`config.mk`:
```
export PLATFORM = sky130hd
export DESIGN_NAME = loc_update_unit
export DESIGN_NICKNAME = d
export VERILOG_FILES = /design/src/rtl/loc_update_unit.sv
export SDC_FILE = /design/constraint.sdc
export NUM_CORES = 1
export LEC_CHECK = 0
export ABC_CLOCK_PERIOD_IN_PS = 2100
export BUFFER_PORTS_ARGS = -buffer_cell sky130_fd_sc_hd__buf_2
export CORE_MARGIN = 1.5
export CORE_UTILIZATION = 45
export CTS_BUF_LIST = sky130_fd_sc_hd__clkbuf_4 sky130_fd_sc_hd__clkbuf_8
export DETAILED_ROUTE_END_ITERATION = 6
export GPL_TIMING_DRIVEN = 0
export PLACE_DENSITY = 0.77
export SETUP_SLACK_MARGIN = 0.02
export SKIP_CTS_REPAIR_TIMING = 1
export SYNTH_ARGS = -nofsm -noshare
export SYNTH_HDL_FRONTEND = slang
export SYNTH_SLANG_ARGS = --single-unit
```
`constraint.sdc`:
```
create_clock -name clk -period 2.1 [get_ports clk]
set_clock_uncertainty 0.15 [all_clocks]
set_input_delay 0.105 -clock clk [delete_from_list [all_inputs] [get_ports clk]]
set_output_delay 0.105 -clock clk [all_outputs]
set_load 0.03 [all_outputs]
```
`src/rtl/loc_update_unit.sv`:
```
// Location-update datapath for the maze-mouse controller.
// Holds the current {X,Y} location in two 4-bit registers and forms the next
// location from a +/-1 step on one axis, a popped stack location, or zero.
// Leaf modules (adder, mux2To1, reg4B) are usable on their own.

// ---------------------------------------------------------------------------
// adder: 4-bit enabled adder. When disabled both sum and carry read as zero.
// ---------------------------------------------------------------------------
module adder (
    input  logic [3:0] a,
    input  logic [3:0] b,
    input  logic       ci,
    input  logic       en,
    output logic [3:0] sum,
    output logic       co
);
    logic [4:0] full_sum;

    // Widen to five bits so the carry falls out of the addition directly
    always_comb begin
        full_sum = {1'b0, a} + {1'b0, b} + {4'b0000, ci};
        if (en) begin
            sum = full_sum[3:0];
            co  = full_sum[4];
        end else begin
            sum = 4'h0;
            co  = 1'b0;
        end
    end
endmodule

// ---------------------------------------------------------------------------
// mux2To1: 8-bit two-input selector.
// ---------------------------------------------------------------------------
module mux2To1 (
    input  logic [7:0] in0,
    input  logic [7:0] in1,
    input  logic       sl,
    output logic [7:0] out
);
    // Plain select; in1 wins when sl is high
    always_comb begin
        out = sl ? in1 : in0;
    end
endmodule

// ---------------------------------------------------------------------------
// reg4B: 4-bit load register with asynchronous clear.
// ---------------------------------------------------------------------------
module reg4B (
    input  logic       clk,
    input  logic       rst,
    input  logic       ld,
    input  logic [3:0] dataIn,
    output logic [3:0] dataOut
);
    // Clear immediately on rst, otherwise load on the edge when ld is set
    always_ff @(posedge clk or posedge rst) begin
        if (rst) begin
            dataOut <= 4'h0;
        end else if (ld) begin
            dataOut <= dataIn;
        end
    end
endmodule

// ---------------------------------------------------------------------------
// loc_update_unit: top-level location datapath.
// ---------------------------------------------------------------------------
module loc_update_unit (
    input  logic       clk,
    input  logic       rst,
    input  logic       rgLd,
    input  logic [1:0] dir,
    input  logic       adderEn,
    input  logic       pop,
    input  logic [7:0] popedLoc,
    output logic [7:0] curLoc,
    output logic [7:0] nxtLoc,
    output logic       cntReach,
    output logic       co
);
    // dir: 00 Y-1, 01 X+1, 10 X-1, 11 Y+1.
    // The two X moves are the codes whose bits differ, so XOR picks the axis,
    // and bit 0 alone distinguishes increment from decrement.
    logic       axis_sel;
    logic [3:0] add_to;
    logic [3:0] to_add;
    logic [3:0] step_res;
    logic [3:0] reach_sum;
    logic [7:0] stepped_x;
    logic [7:0] stepped_y;
    logic [7:0] stepped_loc;
    logic [7:0] move_loc;
    logic [7:0] pop_loc;

    // Pick the nibble being moved and the +1 / -1 step value
    always_comb begin
        axis_sel = dir[1] ^ dir[0];
        add_to   = axis_sel ? curLoc[7:4] : curLoc[3:0];
        to_add   = dir[0] ? 4'h1 : 4'hF;
    end

    adder u_step_adder (
        .a   (add_to),
        .b   (to_add),
        .ci  (1'b0),
        .en  (adderEn),
        .sum (step_res),
        .co  (co)
    );

    // Boundary flag: the step would wrap (F on increment, 0 on decrement).
    // Computed regardless of adderEn so the FSM can test a move before issuing it.
    always_comb begin
        reach_sum = add_to + {3'b000, dir[0]};
        cntReach  = (reach_sum == 4'h0);
    end

    // Candidate locations with the stepped nibble spliced back in
    always_comb begin
        stepped_x = {step_res, curLoc[3:0]};
        stepped_y = {curLoc[7:4], step_res};
    end

    // Priority chain, lowest priority first: axis, step-vs-hold, pop, reset.
    // The hold path feeds back the registered curLoc, never nxtLoc itself.
    mux2To1 u_mux_axis (
        .in0 (stepped_y),
        .in1 (stepped_x),
        .sl  (axis_sel),
        .out (stepped_loc)
    );

    mux2To1 u_mux_step (
        .in0 (curLoc),
        .in1 (stepped_loc),
        .sl  (adderEn),
        .out (move_loc)
    );

    mux2To1 u_mux_pop (
        .in0 (move_loc),
        .in1 (popedLoc),
        .sl  (pop),
        .out (pop_loc)
    );

    mux2To1 u_mux_rst (
        .in0 (pop_loc),
        .in1 (8'h00),
        .sl  (rst),
        .out (nxtLoc)
    );

    // One register per axis: gi=0 holds Y (low nibble), gi=1 holds X
    genvar gi;
    generate
        for (gi = 0; gi < 2; gi++) begin : g_axis
            reg4B u_axis_reg (
                .clk     (clk),
                .rst     (rst),
                .ld      (rgLd),
                .dataIn  (nxtLoc[gi*4 +: 4]),
                .dataOut (curLoc[gi*4 +: 4])
            );
        end
    endgenerate
endmodule

```
# == After elaboration in Yosys (flattened, before gate mapping) ==
# Index checks and enable logic that the tools add are counted.
# word_totals
ff_bits,8
output_inout_bits,18
word_cells,13
# classes
addsub,2
muxes,7
bitwise_logic,1
reduce_logical,1
# op_table
cell,n
2-to-1 mux 8 bit,4
2-to-1 mux 4 bit,2
adder 4 x 4 -> 5 bit,1
adder 4 x 1 -> 4 bit,1
zero test 4 bit,1
2-to-1 mux 1 bit,1
bitwise XOR 1 bit,1

# == Depth between registers and ports, before layout ==
# logic_depth
word_depth,7
depth_mapped,9

# == Cells and area by module ==
# From an unflattened synthesis, not the netlist that was laid out.
# unflattened
hier_cells,104
hier_area_um2,1176.1
# by_module_without_submodules
mod,n_inst,cells_per_inst,area_per_inst_um2
mux2To1,4,9,131.4
reg4B,2,9,148.9
loc_update_unit,1,33,192.7
adder,1,17,160.2

# == Worst setup path after synthesis ==
# Ideal clock, no wire load.
# synth_path
kind,register -> register
start,register g_axis[1].u_axis_reg.dataOut[0]
end,register g_axis[0].u_axis_reg.dataOut[1]
setup_time_ps,68
arrival_time_ps,2380
t_required_ps,1882
path_slack_ps,-498
path_stages_with_launch,7
path_cell_list,dfrtp_1 > mux2i_1 > fa_1 > nand3_1 > o211ai_1 > a21oi_1 > mux2_2
# synth_via
elab_chain_len,6
# synth_rtl
element,line,source
"start, declared",55,output logic [3:0] dataOut
"start signal, assigned",62,dataOut <= dataIn;
2-to-1 mux 4 bit,100,add_to = axis_sel ? curLoc[7:4] : curLoc[3:0];
adder 4 x 4 -> 5 bit,21,"full_sum = {1'b0, a} + {1'b0, b} + {4'b0000, ci};"
2-to-1 mux 8 bit (4 in series),43,out = sl ? in1 : in0;
net nxtLoc[1],79,"output logic [7:0] nxtLoc,"
"end signal, assigned",62,
"end, declared",55,
# The timed path passes the listed nets, and every way through them passes these cells.
# A chain may end at the register's enable or synchronous reset.

# == Final worst setup path ==
# layout_path
start,register g_axis[1].u_axis_reg.dataOut[3]
end,output port nxtLoc[3]
# layout_via
elab_chain_len,6
# layout_rtl
element,line
2-to-1 mux 4 bit,100
adder 4 x 4 -> 5 bit,21
2-to-1 mux 8 bit (4 in series),43
"end, declared",79
# Every way passes these cells.

==> flow_summary_export.csv <==
group,metric,value,unit
floorplanning,fp.dieH,46.9,um
clocking,clock-sinks,8,
routing,drtIter0Drc,26,
placement,hpwl,1950,um
layout,layout-drive-gt1-share,57.1,%
routing,routed_via_density,5.88,
layout,largest_reg_flops,8,
synth,synth_xor_area_share,6.94,%
routing,firstDrtPassIters,4,
global_routing,grtUsageTotal,25.2,%
synth,avgSynthCellArea,8.02,sq um
floorplanning,fp.dieW,46.9,um
power,power.density,686,nW/um^2
synth,synth-compound-area-share,28.0,%
critical_path,worst_setup_path_start_kind,"register",
critical_path,cp.arrival,2.27,ns
synth,ys_types,30,
critical_path,worstPathMaxFanout,5,
synth,syn_area,866,sq um
sta,relSlewSlack,56.7,%
global_routing,grt_first_pass_wirelength,3880,um
floorplanning,core_area,1760,sq um
sta,timing.final.ws_setup,-0.424,ns
routing,ant_nets,0,
synth,synth_top_family_by_area,"compound AO/OA/AOI/OAI gates",
routing,routed_wl,2990,um
placement,gp_congestion,0.791,
layout,multi_input_area,848,sq um
synth,synth-simple-area-share,17.3,%
synth,ys_ff_latch,8,
layout,regArea,209,sq um
clocking,cts_tree,"built",
sta,fin_crit_sh,120,%
layout,stdcell_area,1470,sq um
sta,fmax,396,MHz
clocking,cts_root_buf,"clkbuf_4",
critical_path,worstSetupPathType,"register to output pin",
layout,antenna_cells,0,
clocking,htreeDepth,1,
synth,syn_inst,108,
power,vdd_drop_max,524,uV
synth,synth.yosys.warnings,0,
clocking,cts_buffers,3,
clocking,insertion_delay,0.27,ns
synth,syn_nets,129,
sta,hold_slack,0.0877,ns
sta,final_max_slew_viol_count,0,
sta,finalCriticalPeriod,2.52,ns
run_status,status,"finished, violations left",
sta,setup_viol,11,
critical_path,crit_path_end_kind,"output pin",
clocking,clock_path_buffers,2,
power,p_total,0.00101,W
hold_path,hold_path.class,"primary input to register",
routing,wire_per_inst,16.7,um
floorplanning,ios,33,
layout,largest-register,"g_axis.u_axis_reg.dataOut",
synth,ys_seq_area_share,23.1,%
layout,fillers,94,
routing,num_vias,1053,
global_routing,antenna_found_initial,0,
global_routing,grt_max_degree,13,
job,maxCapViolCount,0,
floorplanning,rows,15,
floorplanning,start_util,49.1,%
global_routing,grt.overflow.total,0,
clocking,clk_pin_slew_worst_paths,0.06,ns
run_status,violations,"negative setup slack",
floorplanning,dieArea,2200,sq um
placement,placed_area,1170,sq um
synth,synth.mux.area_fraction,8.53,%
layout,nNetsFinal,176,
routing,drc,0,
placement,portBuffers,29,
sta,finalSetupTns,-2.42,ns
synth,synthAdderAreaFrac,9.54,%
sta,rsz0062_at_grt,"true",
critical_path,cp.required,1.85,ns
layout,reg_top3,"g_axis.u_axis_reg.dataOut (8)",
global_routing,grt_pass1_vias,908,
sta,hold_violations,0,
layout,area_delta_synth_final,69.5,%
power,p_leak,0.636,nW
sta,worst_slew_pin_slew,0.649,ns
-- cells by family after synthesis --
group	Yosys count
and+or+nand+nor	32
AOI/OAI and AO/OA	34
DFF	8
adders and majority gates	6
xor gates and xnor gates	6
muxes	7
buffers and inverters	15
-- path summary, 6_finish.rpt --
kind / end / start / slack [ns] / depth (start not counted)
hold / removal: g_axis[1].u_axis_reg.dataOut[0]$_DFFE_PP0P_ / popedLoc[4] / 0.09 / 5
setup / recovery: nxtLoc[3] / g_axis[1].u_axis_reg.dataOut[3]$_DFFE_PP0P_ / -0.42 / 10
hold reg to reg: g_axis[0].u_axis_reg.dataOut[1]$_DFFE_PP0P_ / g_axis[0].u_axis_reg.dataOut[1]$_DFFE_PP0P_ / 0.41 / 1
min in group asynchronous: g_axis[0].u_axis_reg.dataOut[0]$_DFFE_PP0P_ / rst / 0.60 / 3
max in group asynchronous: g_axis[1].u_axis_reg.dataOut[2]$_DFFE_PP0P_ / rst / 0.88 / 3
setup reg to reg: g_axis[1].u_axis_reg.dataOut[3]$_DFFE_PP0P_ / g_axis[1].u_axis_reg.dataOut[3]$_DFFE_PP0P_ / -0.24 / 11
-- layer usage --
metal	vias to the layer above	track usage [%]	wire length, um
li1	486	-	-
met1	508	30.9	1250
met2	44	40.8	1530
met3	15	7.69	153
met4	0	11.1	67
met5	-	0	0
-- synthesized netlist by cell type --
library cell   n  area [sq um]
nand2_1       12          45.0
o21a_1         2          15.0
nor2_1        10          37.5
buf_1          2          7.51
o21ai_0        7          35.0
mux2_2         3          33.8
clkbuf_1       2          7.51
o211ai_1       1          7.51
nand3_1        5          25.0
nor2b_1        1          6.26
and2_1         1          6.26
a41oi_1        1          8.76
nor3_1         1          5.00
a311oi_2       2          30.0
nor4b_1        1          8.76
o2bb2ai_1      5          43.8
a31oi_1        1          6.26
o311ai_0       1          8.76
o31ai_1        3          22.5
o22ai_1        2          12.5
fa_1           1          20.0
mux2i_1        4          40.0
a32oi_1        2          17.5
a21oi_1        7          35.0
nor4bb_2       1          16.3
xor2_2         1          16.3
xnor2_1        5          43.8
inv_1         11          41.3
ha_1           5          62.6
dfrtp_1        8           200
-- final cells by class --
type                            instances  area share, %
Timing Repair Buffer                   42           19.9
Multi-Input combinational cell         85           57.8
Sequential cell                         8           14.2
Clock buffer                            4           2.05
Tap cell                               25           2.13
Inverter                               11           2.81
Buffer                                  4           1.02
-- placed cells by master (no fill, tap or decap), types with 6 or more instances in the layout --
cell / Yosys / final
buf_2: 0 / 19
buf_4: 0 / 14
nand2_1: 12 / 12
inv_1: 11 / 8
dfrtp_2: 0 / 7
nor2_1: 10 / 6
clkbuf_4: 0 / 6
buf_6: 0 / 6
-- per-stage QoR --
| step | util, % | worst slack, ns | cells |
|---|---|---|---|
| floorplan | - | -0.143 | 108 |
| global placement | 66.6 | -0.625 | 162 |
| detailed placement | 66.6 | -0.677 | 162 |
| CTS | 68.3 | -0.690 | 166 |
| global route | 83.2 | -0.515 | 179 |
| finish | 83.2 | -0.424 | 179 |
-- critical path: stages (launching register included) --
cell and delay (ns):
dfrtp_2 0.43, mux2i_1 0.17, inv_2 0.09, ha_4 0.26
nor4b_4 0.13, a21oi_2 0.12, o311ai_2 0.11, a311oi_2 0.24
buf_4 0.19, a31oi_4 0.08, buf_6 0.18
-- report_power, final --
part | leakage, nW | internal, W | switching [W]
Sequential | 0.0940 | 0.000176 | 0.0000238
Clock | 0.0184 | 0.0000862 | 0.0000612
Combinational | 0.524 | 0.000306 | 0.000353
Total | 0.636 | 0.000568 | 0.000438
Note: power is estimated with default switching activity, not from simulation.
